--- src/rtl/alu_op_sequencer.sv ---
`default_nettype none
// ============================================================================
// alu_op_sequencer : decodes ALU requests, holds the ALU buses for settling,
//                    then returns the captured BusW/Zero on a response.  Rev 1.0
// ============================================================================
module alu_op_sequencer #(
  parameter int n           = 64,
  parameter int WAIT_CYCLES = 3
) (
  input  logic         CLK,
  input  logic         Reset_L,
  input  logic         ReqValid,
  output logic         ReqReady,
  input  logic [1:0]   ReqALUOp,
  input  logic [10:0]  ReqOpcode,
  input  logic [n-1:0] ReqA,
  input  logic [n-1:0] ReqB,
  output logic [3:0]   AluCtrl,
  output logic [n-1:0] AluA,
  output logic [n-1:0] AluB,
  input  logic [n-1:0] AluW,
  input  logic         AluZero,
  output logic         RespValid,
  input  logic         RespReady,
  output logic [n-1:0] RespW,
  output logic         RespZero,
  output logic         RespErr
);

  localparam int         CNT_W       = (WAIT_CYCLES < 2) ? 1 : $clog2(WAIT_CYCLES + 1);
  localparam logic [CNT_W-1:0] c_wait_init = CNT_W'(WAIT_CYCLES);
  localparam logic [CNT_W-1:0] c_cnt_one   = CNT_W'(1);

  localparam logic [3:0]  c_ctrl_and  = 4'b0000;
  localparam logic [3:0]  c_ctrl_orr  = 4'b0001;
  localparam logic [3:0]  c_ctrl_add  = 4'b0010;
  localparam logic [3:0]  c_ctrl_sub  = 4'b0110;
  localparam logic [3:0]  c_ctrl_passb = 4'b0111;

  localparam logic [10:0] c_opc_add = 11'b10001011000;
  localparam logic [10:0] c_opc_sub = 11'b11001011000;
  localparam logic [10:0] c_opc_and = 11'b10001010000;
  localparam logic [10:0] c_opc_orr = 11'b10101010000;

  typedef enum logic [1:0] {
    S_IDLE = 2'd0,
    S_WAIT = 2'd1,
    S_RESP = 2'd2
  } state_e;

  state_e           state_q, state_d;
  logic [CNT_W-1:0] cnt_q, cnt_d;
  logic [3:0]       alu_ctrl_q, alu_ctrl_d;
  logic [n-1:0]     alu_a_q, alu_a_d;
  logic [n-1:0]     alu_b_q, alu_b_d;
  logic             resp_valid_q, resp_valid_d;
  logic [n-1:0]     resp_w_q, resp_w_d;
  logic             resp_zero_q, resp_zero_d;
  logic             resp_err_q, resp_err_d;

  logic [3:0]       dec_ctrl;
  logic             dec_legal;

  always_comb begin
    dec_ctrl  = c_ctrl_add;
    dec_legal = 1'b1;
    unique case (ReqALUOp)
      2'b00: dec_ctrl = c_ctrl_add;
      2'b01: dec_ctrl = c_ctrl_passb;
      2'b10: begin
        unique case (ReqOpcode)
          c_opc_add: dec_ctrl = c_ctrl_add;
          c_opc_sub: dec_ctrl = c_ctrl_sub;
          c_opc_and: dec_ctrl = c_ctrl_and;
          c_opc_orr: dec_ctrl = c_ctrl_orr;
          default:   dec_legal = 1'b0;
        endcase
      end
      default: dec_legal = 1'b0;
    endcase
  end

  always_comb begin
    state_d      = state_q;
    cnt_d        = cnt_q;
    alu_ctrl_d   = alu_ctrl_q;
    alu_a_d      = alu_a_q;
    alu_b_d      = alu_b_q;
    resp_valid_d = resp_valid_q;
    resp_w_d     = resp_w_q;
    resp_zero_d  = resp_zero_q;
    resp_err_d   = resp_err_q;

    case (state_q)
      S_IDLE: begin
        if (ReqValid) begin
          if (dec_legal) begin
            alu_ctrl_d = dec_ctrl;
            alu_a_d    = ReqA;
            alu_b_d    = ReqB;
            cnt_d      = c_wait_init;
            state_d    = S_WAIT;
          end else begin
            // Undecodable request skips the ALU entirely and answers at once.
            resp_valid_d = 1'b1;
            resp_err_d   = 1'b1;
            resp_w_d     = '0;
            resp_zero_d  = 1'b0;
            state_d      = S_RESP;
          end
        end
      end
      S_WAIT: begin
        cnt_d = cnt_q - c_cnt_one;
        if (cnt_q == c_cnt_one) begin
          resp_w_d     = AluW;
          resp_zero_d  = AluZero;
          resp_err_d   = 1'b0;
          resp_valid_d = 1'b1;
          state_d      = S_RESP;
        end
      end
      S_RESP: begin
        if (RespReady) begin
          resp_valid_d = 1'b0;
          state_d      = S_IDLE;
        end
      end
      default: state_d = S_IDLE;
    endcase
  end

  always_ff @(posedge CLK) begin
    if (!Reset_L) begin
      state_q      <= S_IDLE;
      cnt_q        <= '0;
      alu_ctrl_q   <= 4'b0000;
      alu_a_q      <= '0;
      alu_b_q      <= '0;
      resp_valid_q <= 1'b0;
      resp_w_q     <= '0;
      resp_zero_q  <= 1'b0;
      resp_err_q   <= 1'b0;
    end else begin
      state_q      <= state_d;
      cnt_q        <= cnt_d;
      alu_ctrl_q   <= alu_ctrl_d;
      alu_a_q      <= alu_a_d;
      alu_b_q      <= alu_b_d;
      resp_valid_q <= resp_valid_d;
      resp_w_q     <= resp_w_d;
      resp_zero_q  <= resp_zero_d;
      resp_err_q   <= resp_err_d;
    end
  end

  assign ReqReady  = (state_q == S_IDLE);
  assign AluCtrl   = alu_ctrl_q;
  assign AluA      = alu_a_q;
  assign AluB      = alu_b_q;
  assign RespValid = resp_valid_q;
  assign RespW     = resp_w_q;
  assign RespZero  = resp_zero_q;
  assign RespErr   = resp_err_q;

endmodule
`default_nettype wire
--- config.mk ---
export PLATFORM = sky130hd
export DESIGN_NAME = alu_op_sequencer
export DESIGN_NICKNAME = d
export VERILOG_FILES = /design/src/rtl/alu_op_sequencer.sv
export SDC_FILE = /design/constraint.sdc
export NUM_CORES = 1
export LEC_CHECK = 0
export ABC_AREA = 1
export BUFFER_PORTS_ARGS = -buffer_cell sky130_fd_sc_hd__buf_2
export CORE_AREA = 2 2 158 160
export CTS_CLUSTER_SIZE = 25
export DETAILED_ROUTE_END_ITERATION = 6
export DIE_AREA = 0 0 160 162
export HOLD_SLACK_MARGIN = 0.05
export MAX_ROUTING_LAYER = met4
export PLACE_DENSITY = 0.67
export SYNTH_ARGS = -nofsm -noshare
export SYNTH_HDL_FRONTEND = slang
export SYNTH_SLANG_ARGS = --single-unit
--- constraint.sdc ---
create_clock -name CLK -period 1.7 [get_ports CLK]
set_clock_uncertainty 0.1 [all_clocks]
set_input_delay 0.17 -clock CLK [delete_from_list [all_inputs] [get_ports CLK]]
set_output_delay 0.17 -clock CLK [all_outputs]
set_load 0.03 [all_outputs]
==> results of run 1 <==
## worst max path at each step
| stage | start | end | slack (ns) | cells after the start |
|---|---|---|---|---|
| floorplan | state_q[0] | RespW[42] | 0.03 | 9 |
| global placement | ReqALUOp[0] | AluCtrl[2] | -0.15 | 12 |
| detailed placement | ReqALUOp[0] | AluB[16] | -0.20 | 11 |
| CTS | state_q[0] | RespW[24] | 0.004 | 8 |
| global route | state_q[1] | RespW[24] | 0.01 | 9 |
| finish | state_q[1] | RespW[24] | 0.08 | 9 |
## cell type report
type,count,area [sq um]
sequential,202,4046
inverter,19,78.83
clock buffer,36,674.4
antenna,1,2.502
multi-input combinational,645,3179
fill,2011,10990
clock inverter,2,60.06
tap,324,405.4
timing repair buffer,663,4664
## cells in the mapped netlist (5+ instances only)
library cell	number
a21oi_1	191
a21oi_2	8
buf_2	32
clkbuf_1	51
dfxtp_1	202
ha_1	5
inv_1	17
nand2_1	267
nand2_2	10
nand3_1	6
nand4_1	130
nor2_1	13
## flip-flops by register name, indices dropped and copies added, names as in the netlist
register / flops
RespZero: 1
RespErr: 1
AluB: 64
state_q: 2
cnt_q: 2
RespW: 64
RespValid: 1
AluCtrl: 3
AluA: 64
## through the flow
| step | instance area, sq um | hold WS (ns) | setup TNS (ns) |
|---|---|---|---|
| 2_1_floorplan | 7702 | 0.1907 | 0 |
| 3_3_place_gp | 10380 | 0.3241 | -17.97 |
| 3_5_place_dp | 10380 | 0.3296 | -23.69 |
| 4_1_cts | 13060 | 0.06287 | 0 |
| 5_1_grt | 13110 | 0.1303 | 0 |
| 6_report | 13110 | 0.08306 | 0 |
## cell families (layout without fill, tap and decap cells)
| family | after synthesis | after routing | share of synthesized area |
|---|---|---|---|
| AO/OA/AOI/OAI | 206 | 206 | 0.1387 |
| buffers and inverters | 111 | 720 | 0.06562 |
| AND/OR/NAND/NOR | 433 | 433 | 0.2620 |
| other | 1 | 2 | 0.0004869 |
| flip-flops | 202 | 202 | 0.5250 |
| adder cells (fa/ha/maj) | 5 | 5 | 0.008122 |
## per-layer routing
layer / up-vias / track usage
met4: 0 / 0.1089
met3: 123 / 0.04341
li1: 4472 / -
met1: 4419 / 0.2639
met2: 609 / 0.3957
met5: - / -
## power by group through the flow
stage | Sequential, mW | Clock, mW | Combinational [mW]
2_1_floorplan | 5.46 | 0 | 0.838
6_report | 5.03 | 4.92 | 2.50
4_1_cts | 5.02 | 5.00 | 2.42
5_1_grt | 5.05 | 5.22 | 2.66
3_3_place_gp | 5.12 | 0 | 2.05
3_5_place_dp | 5.12 | 0 | 2.06
## worst min-delay path: stages
cell	delay, ns
buf_2	0.11
nand4_1	0.07
a21boi_0	0.08
o21ai_0	0.16
nor2_1	0.04
## repair_timing
item	CTS	global route
pin swaps	1	1
endpoints found under the setup margin	5	159
endpoints found under the hold margin	200	0
hold buffers	195	0
gates resized for setup	0	6
setup buffers	0	4
==> summary.txt, run 1 <==
Run status
  • Run status: finished clean

Min path
  • Start point of the worst hold path: ReqOpcode[8]
  • Hold path endpoint: AluCtrl[0]
  • Hold crit path type: primary input to register
  • Hold depth: 5

CTS
  • CTS Buffer Depth: 3
  • TritonCTS buffer count: 22
  • CTS tree: built
  • Worst-Skew Late Latency: about 0.50 ns
  • H-tree depth: 1
  • CTS clock-pin slew for the worst setup and hold paths: 0.06 ns
  • Sink Count: between 200 and 250
  • CTS root buf: clkbuf_16

Setup path
  • CP max stage delay: approximately 0.34 ns
  • Setup crit start kind: register
  • Worst R2R End: RespW[24]
  • Flop2flop setup slack: 0.08 ns
  • Crit end category: register
  • Worst Reg2Reg Path Length in Cells: 9
  • WP buf/inv: 3
  • Slowest-stage cell, CP: dfxtp_2
  • Critical Path AT: 1.93 ns
  • Crit path max fanout: 13
  • RR Startpoint: state_q[1]
  • Setup CP Type: register to register
  • Critical Path RT: approximately 2.0 ns
  • Cell family with most CP delay: simple AND/OR/NAND/NOR gates
  • Sequence of cells on the critical path: inv_1 -> nand2_1 -> nor2_2 -> nor2_2 -> nand2_2 -> buf_12 -> buf_12 -> nand2_1 -> a21oi_1

Drt
  • Detail Route met2 WL: roughly 15 mm
  • Met1 wire length: ~12 mm
  • Drt wl/cell: 16.41 um
  • Vias per std cell: roughly 5
  • Max Used Layer: met4
  • Antenna Nets Post-Route: 0
  • Routed WL: 31.04 mm
  • Drt first pass iters: 5
  • 1st-iter DRT viols: around 850
  • Met3 wire len: between 2 and 2.5 mm
  • DRC viols: 0
  • Vias post-DR: approximately 9,600

Power
  • Sw Ratio: 0.2772
  • Pwr Density: 949.8 nW/um^2
  • Clk network pwr share: 0.395
  • Leakage: about 5.8 nW
  • Reg power frac: 0.404
  • Pint: ~9.0 mW
  • Peak VDD IR: approximately 0.7 mV
  • Gate power share: 0.201
  • Total power: about 12 mW
  • Switching pwr: approximately 3.5 mW

Placement
  • Hpwl dp: approximately 18 mm
  • Total placed cells including tap cells: ~1,700
  • Worst slack at placement: -0.1978 ns
  • PortBufs: 408
  • Routability Congestion: around 0.82

Logic synthesis
  • FF+latch count, synth: about 200
  • Post-synth EDFFs: 0
  • Top cells by area, synth: dfxtp_1, nand2_1, a21oi_1, nand4_1, clkbuf_1
  • Post-synth top area share: 0.5250
  • Post-Synthesis Cells: about 960
  • Syn Nets: about 1,200
  • Synthesis Warnings: 0
  • Largest area contributor in the netlist: dfxtp_1
  • Cell Area, Synth: 7702 sq um
  • Yosys cell types: 27
  • Syn avg cell area: 8.040 sq um
  • Asr flop ratio synth: 0
  • Most used DFF post-synth: dfxtp_1
  • Sequential element share of the synthesized area: 0.5250

Die
  • Initial core utilization: 0.3195
  • Core region area: about 24,000 sq um
  • Die Width: around 160 um
  • # IOs: between 400 and 500
  • Die height: between 150 and 200 um
  • Cell Rows: 57
  • Die area: 25,920 sq um

Timing
  • Final period util: 0.9509
  • RSZ-0062 raised after global routing: false
  • Final setup margin: ~0.083 ns
  • Min cycle time layout: ~1.6 ns
  • Fmax: about 620 MHz
  • Final Setup Violations: 0
  • Slew Viols, Final: 0
  • Fin. Hold Viols: 0

GRT
  • Initial antenna violation count: 0
  • Global-route wire length before repair: slightly below 50 mm
  • GR Overflow Total: 0
  • All-layer global routing usage: 0.2316
  • Number of global-route vias before repair: roughly 9,500
  • Largest net degree at the start of global routing: 66

Run
  • # Max-Cap Violations: 0

Layout
  • Final non-filler cell total: around 1,900
  • Final nets: between 1,500 and 2,000
  • Layout overhead on the synthesized area: 70.22%
  • Most common cell after layout, fill and taps aside: buf_2
  • Commonest non-fill, non-tap cells in the layout: buf_2, nand2_1, dfxtp_1
  • Share of layout cells above drive strength 1: 0.3369
  • Core Util, Final: 0.5439
Power figures use the tool's default switching activity.
==> inputs of run 2 (changes only) <==
--- a/config.mk
+++ b/config.mk
@@ -7,13 +7,14 @@
 export LEC_CHECK = 0
 export ABC_AREA = 1
 export BUFFER_PORTS_ARGS = -buffer_cell sky130_fd_sc_hd__buf_2
-export CORE_AREA = 2 2 158 160
+export CAP_MARGIN = 25
+export CORE_AREA = 2 2 160 162
 export CTS_CLUSTER_SIZE = 25
 export DETAILED_ROUTE_END_ITERATION = 6
-export DIE_AREA = 0 0 160 162
+export DIE_AREA = 0 0 162 164
 export HOLD_SLACK_MARGIN = 0.05
 export MAX_ROUTING_LAYER = met4
-export PLACE_DENSITY = 0.67
+export PLACE_DENSITY = 0.66
 export SYNTH_ARGS = -nofsm -noshare
 export SYNTH_HDL_FRONTEND = slang
 export SYNTH_SLANG_ARGS = --single-unit
==> summary.txt, run 2 (synthesis gave the netlist of run 1 again) <==
Run status
  • Run status: finished clean

GRT
  • Global-route wire length before repair: around 46 mm
  • Number of global-route vias before repair: between 9,000 and 10,000
  • Largest net degree at the start of global routing: around 80
  • All-layer global routing usage: 0.2156
  • GR Overflow Total: 0
  • Initial antenna violation count: 1

Layout
  • Commonest non-fill, non-tap cells in the layout: buf_2, nand2_1, dfxtp_1
  • Most common cell after layout, fill and taps aside: buf_2
  • Fill count: ~2,100
  • Reg area: roughly 4000 sq um
  • Multi-input logic area: about 3200 sq um
  • Share of layout cells above drive strength 1: 0.3423
  • Final nets: 1,767
  • Layout overhead on the synthesized area: 73.18%

Min path
  • Hold crit path type: primary input to register
  • Hold path endpoint: cnt_q[1]
  • Hold depth: 5
  • Start point of the worst hold path: ReqValid

Die
  • Cell Rows: 58
  • Initial core utilization: 0.3103
  • # IOs: between 400 and 500
  • Die Width: approximately 160 um
  • Die area: 26,570 sq um
  • Core region area: about 25,000 sq um
  • Die height: 164 um

Drt
  • 1st-iter DRT viols: about 690
  • DRC viols: 0
  • Vias post-DR: roughly 9,400
  • Vias per std cell: a little under 5
  • Drt wl/cell: ~16 um
  • Routed WL: around 30 mm
  • Antenna Nets Post-Route: 0
  • Drt first pass iters: 5

Timing
  • Fin. Hold Viols: 0
  • Final Setup Violations: 0
  • Min cycle time layout: about 1.7 ns
  • Fmax: between 600 and 700 MHz
  • Slew Viols, Final: 0
  • Final period util: 0.9740
  • Hold WS: 0.08184 ns

Setup path
  • Worst Reg2Reg Path Length in Cells: 6
  • Critical Path RT: slightly below 2 ns
  • Worst R2R End: AluB[17]
  • Crit end category: register
  • Setup crit start kind: register
  • RR Startpoint: state_q[0]
  • Flop2flop setup slack: between 0.04 and 0.05 ns
  • Crit path max fanout: 37
  • Critical Path AT: 1.93 ns
  • Setup CP Type: register to register

CTS
  • H-tree depth: 1
  • Worst-Skew Late Latency: between 0.5 and 0.6 ns
  • TritonCTS buffer count: 23
  • CTS root buf: clkbuf_16
  • CTS tree: built
  • CTS Buffer Depth: 3
  • Sink Count: just over 200
  • CTS clock-pin slew for the worst setup and hold paths: 0.06 ns

Power
  • Sw Ratio: 0.2650
  • Pwr Density: 1015 nW/um^2
  • Reg power frac: 0.371
  • Total power: 13.54 mW
  • Pint: roughly 10 mW
  • Gate power share: 0.181
  • Switching pwr: about 3.6 mW
  • Clk network pwr share: 0.448
  • Leakage: roughly 5.9 nW
  • Peak VDD IR: ~0.75 mV

Run
  • # Max-Cap Violations: 0

Placement
  • PortBufs: 408
  • Routability Congestion: 0.8082
  • Hpwl dp: 18.67 mm
[run 2: cell count changes in the layout (fill, tap and decap cells not counted), sizes merged]
cell | before | now
bufinv | 2 | 8
clkinv | 1 | 3
inv | 18 | 20
dlygate4sd3 | 195 | 196
buf | 468 | 463
clkbuf | 36 | 32
[run 2: worst max path at each step]
stage | startpoint | end | slack, ns
CTS | state_q[1] | AluB[16] | 0.02
global route | state_q[0] | AluB[17] | -0.05
detailed placement | ReqALUOp[0] | AluA[21] | -0.17
finish | state_q[0] | AluB[17] | 0.04
floorplan | state_q[0] | RespW[42] | 0.03
global placement | ReqALUOp[0] | AluA[21] | -0.16
[run 2: what timing repair did]
item / in CTS / in global routing
hold endpoints to repair: 199 / 0
pin swaps: 0 / 2
hold buffers: 196 / 0
setup endpoints to repair: 13 / 73
buffers inserted: 0 / 3
cloned: 0 / 2
gates resized for setup: 2 / 4
[run 2: layout make-up]
| type | count | area share |
|---|---|---|
| diodes | 1 | 0.0001876 |
| repair buffers | 661 | 0.3502 |
| multi-input cells | 645 | 0.2391 |
| well taps | 330 | 0.03095 |
| flip-flops and latches | 202 | 0.3033 |
| clock inverters | 12 | 0.02007 |
| inverters | 19 | 0.005909 |
| clock buffers | 30 | 0.05037 |
[run 2: worst max-delay path, stage by stage, from the launching register on]
cell,delay (ns)
dfxtp_2,0.36
nor3_4,0.24
buf_4,0.17
nand3_4,0.21
buf_12,0.25
nand2_1,0.09
a21oi_1,0.07
[run 2: power by group through the flow]
stage               Sequential [mW]  Clock (mW)  Combinational, mW
CTS                            5.02        6.14               2.34
global placement               5.12           0               1.97
finish                         5.03        6.06               2.45
detailed placement             5.12           0               1.97
floorplan                      5.46           0              0.838
global route                   5.04        6.34               2.61
[run 2: routing by layer]
| metal | vias to the layer above | GRT usage | wire [um] |
|---|---|---|---|
| li1 | 4475 | - | - |
| met1 | 4365 | 0.2397 | 11770 |
| met2 | 502 | 0.3766 | 15270 |
| met3 | 90 | 0.04646 | 2487 |
| met4 | 0 | 0.08809 | 1172 |
| met5 | - | - | 0 |
[run 2: through the flow]
stage / std cells / utilization / area (sq um) / TNS [ns] / setup slack, ns
final: 1900 / 0.5375 / 13340 / 0 / 0.04428
after global routing: 1900 / 0.5375 / 13340 / -1.266 / -0.05103
after CTS: 1894 / 0.5338 / 13250 / 0 / 0.02356
after detailed placement: 1656 / 0.4167 / 10340 / -23.36 / -0.1693
after global placement: 1656 / 0.4167 / 10340 / -22.69 / -0.1589
after floorplan: 958 / - / 7702 / 0 / 0.03230
==> inputs of run 3 (changes only) <==
--- a/config.mk
+++ b/config.mk
@@ -14,7 +14,7 @@
 export DIE_AREA = 0 0 162 164
 export HOLD_SLACK_MARGIN = 0.05
 export MAX_ROUTING_LAYER = met4
-export PLACE_DENSITY = 0.66
+export PLACE_DENSITY = 0.64
 export SYNTH_ARGS = -nofsm -noshare
 export SYNTH_HDL_FRONTEND = slang
 export SYNTH_SLANG_ARGS = --single-unit
==> constraint.sdc (replaced) <==
create_clock -name CLK -period 1.75 [get_ports CLK]
set_clock_uncertainty 0.1 [all_clocks]
set_input_delay 0.175 -clock CLK [delete_from_list [all_inputs] [get_ports CLK]]
set_output_delay 0.175 -clock CLK [all_outputs]
set_load 0.03 [all_outputs]
==> summary.txt, run 3 (synthesis gave the netlist of run 1 again) <==
Setup path
  • Setup CP Type: register to output port
  • Slowest-stage cell, CP: dfxtp_1
  • Cell family with most CP delay: flip-flops
  • Sequence of cells on the critical path: nor2_2 -> buf_4 -> buf_2
  • Setup crit start kind: register
  • Crit path max fanout: 6
  • Critical Path AT: ~1.4 ns
  • WP buf/inv: 2
  • Crit end category: output port
  • Critical Path RT: roughly 1.5 ns
  • CP max stage delay: ~0.47 ns

Power
  • Sw Ratio: 0.2749
  • Peak VDD IR: approximately 0.80 mV
  • Pwr Density: between 900 and 1000 nW/um^2
  • Clk network pwr share: 0.405
  • Leakage: 5.901 nW
  • Gate power share: 0.201
  • Pint: roughly 9 mW
  • Switching pwr: 3.410 mW
  • Reg power frac: 0.394

Placement
  • Hpwl dp: around 19 mm
  • PortBufs: about 400
  • Routability Congestion: 0.8349
  • Dpl cell area: between 10,000 and 15,000 sq um
  • Total placed cells including tap cells: between 1,500 and 2,000

Die
  • Die area: 26,570 sq um
  • Die height: around 160 um
  • Die Width: 162 um
  • Core region area: roughly 25,000 sq um
  • Cell Rows: 58
  • # IOs: ~400
  • Initial core utilization: 0.3103

Timing
  • Final period util: 0.9460
  • Fmax: between 600 and 700 MHz
  • Slew Viols, Final: 0
  • Min cycle time layout: approximately 1.7 ns
  • Hold WS: 0.06430 ns
  • RSZ-0062 raised after global routing: false
  • Fin. Hold Viols: 0
  • Final setup TNS: 0 ns
  • Final Setup Violations: 0

Layout
  • Commonest non-fill, non-tap cells in the layout: buf_2, nand2_1, dfxtp_1
  • Layout overhead on the synthesized area: 72.97%
  • # diodes: 0
  • Share of layout cells above drive strength 1: 0.3437
  • Fill count: 2,146
  • Final non-filler cell total: between 1,500 and 2,000
  • Final nets: 1,780
  • Most common cell after layout, fill and taps aside: buf_2
  • Design Area, Final: ~13,000 sq um

CTS
  • CTS root buf: clkbuf_16
  • CTS tree: built
  • CTS clock-pin slew for the worst setup and hold paths: roughly 0.060 ns
  • CTS Buffer Depth: 3
  • TritonCTS buffer count: 23
  • Worst-Skew Late Latency: 0.51 ns
  • Sink Count: 202
  • H-tree depth: 1

Drt
  • Antenna Nets Post-Route: 0
  • DRC viols: 0
  • Drt first pass iters: 5
  • Routed WL: 31.04 mm
  • 1st-iter DRT viols: approximately 850
  • Vias per std cell: a little under 5
  • Drt wl/cell: ~16 um
  • Vias post-DR: between 9,000 and 10,000

GRT
  • Initial antenna violation count: 0
  • GR Overflow Total: 0
  • All-layer global routing usage: 0.2223
  • Largest net degree at the start of global routing: 88
  • Global-route wire length before repair: 46.85 mm
  • Number of global-route vias before repair: slightly above 9,000

Run
  • # Max-Cap Violations: 0

Min path
  • Hold crit path type: primary input to register

Run status
  • Run status: finished clean
-- run 3: final cells by class --
type,instances,area [sq um],area share
Timing Repair Buffer,674,4823,0.3620
Sequential cell,202,4045,0.3036
Multi-Input combinational cell,645,3179,0.2386
Clock buffer,35,680.7,0.05109
Tap cell,330,412.9,0.03099
Clock inverter,5,102.6,0.007701
Inverter,19,78.83,0.005917
-- run 3: worst paths after layout --
kind                                    from         end  slack (ns)  cells after the start
worst max-delay path              state_q[0]    ReqReady        0.09                      3
worst min-delay path            ReqOpcode[9]  AluCtrl[2]        0.06                      6
worst max register to register    state_q[0]    AluB[33]        0.11                      7
worst min register to register       RespErr     RespErr        0.34                      2
-- run 3: through the flow --
step	util	setup WS (ns)	power (mW)
3_5_place_dp	0.4251	-0.1380	7.059
5_1_grt	0.5368	0.01337	12.88
4_1_cts	0.5353	0.01581	12.44
2_1_floorplan	-	0.08230	6.120
6_report	0.5368	0.09453	12.40
3_3_place_gp	0.4251	-0.08830	7.054
-- run 3: repair_timing --
action / 4_1_cts / 5_1_grt
gates resized for setup: 0 / 4
hold endpoints to repair: 198 / 0
setup buffers: 0 / 2
hold buffers: 195 / 0
setup endpoints to repair: 0 / 114
-- run 3: power by group through the flow --
| stage | logic (mW) | registers (mW) | clock network (mW) |
|---|---|---|---|
| final | 2.50 | 4.88 | 5.02 |
| after global routing | 2.67 | 4.90 | 5.31 |
| after CTS | 2.43 | 4.88 | 5.12 |
| after detailed placement | 2.08 | 4.98 | 0 |
| after global placement | 2.08 | 4.97 | 0 |
| after floorplan | 0.814 | 5.31 | 0 |
-- run 3: tightest hold or removal path: cells and delay by family --
family                 cells  cell delay, ns
buffers and inverters      2            0.13
AOI/OAI and AO/OA          2            0.17
and+or+nand+nor            2            0.16
-- run 3: layer usage --
metal / GRT usage / part of all wire
met4: 0.08729 / 0.037
met1: 0.2475 / 0.38
met2: 0.3909 / 0.50
met5: - / 0
met3: 0.04621 / 0.081
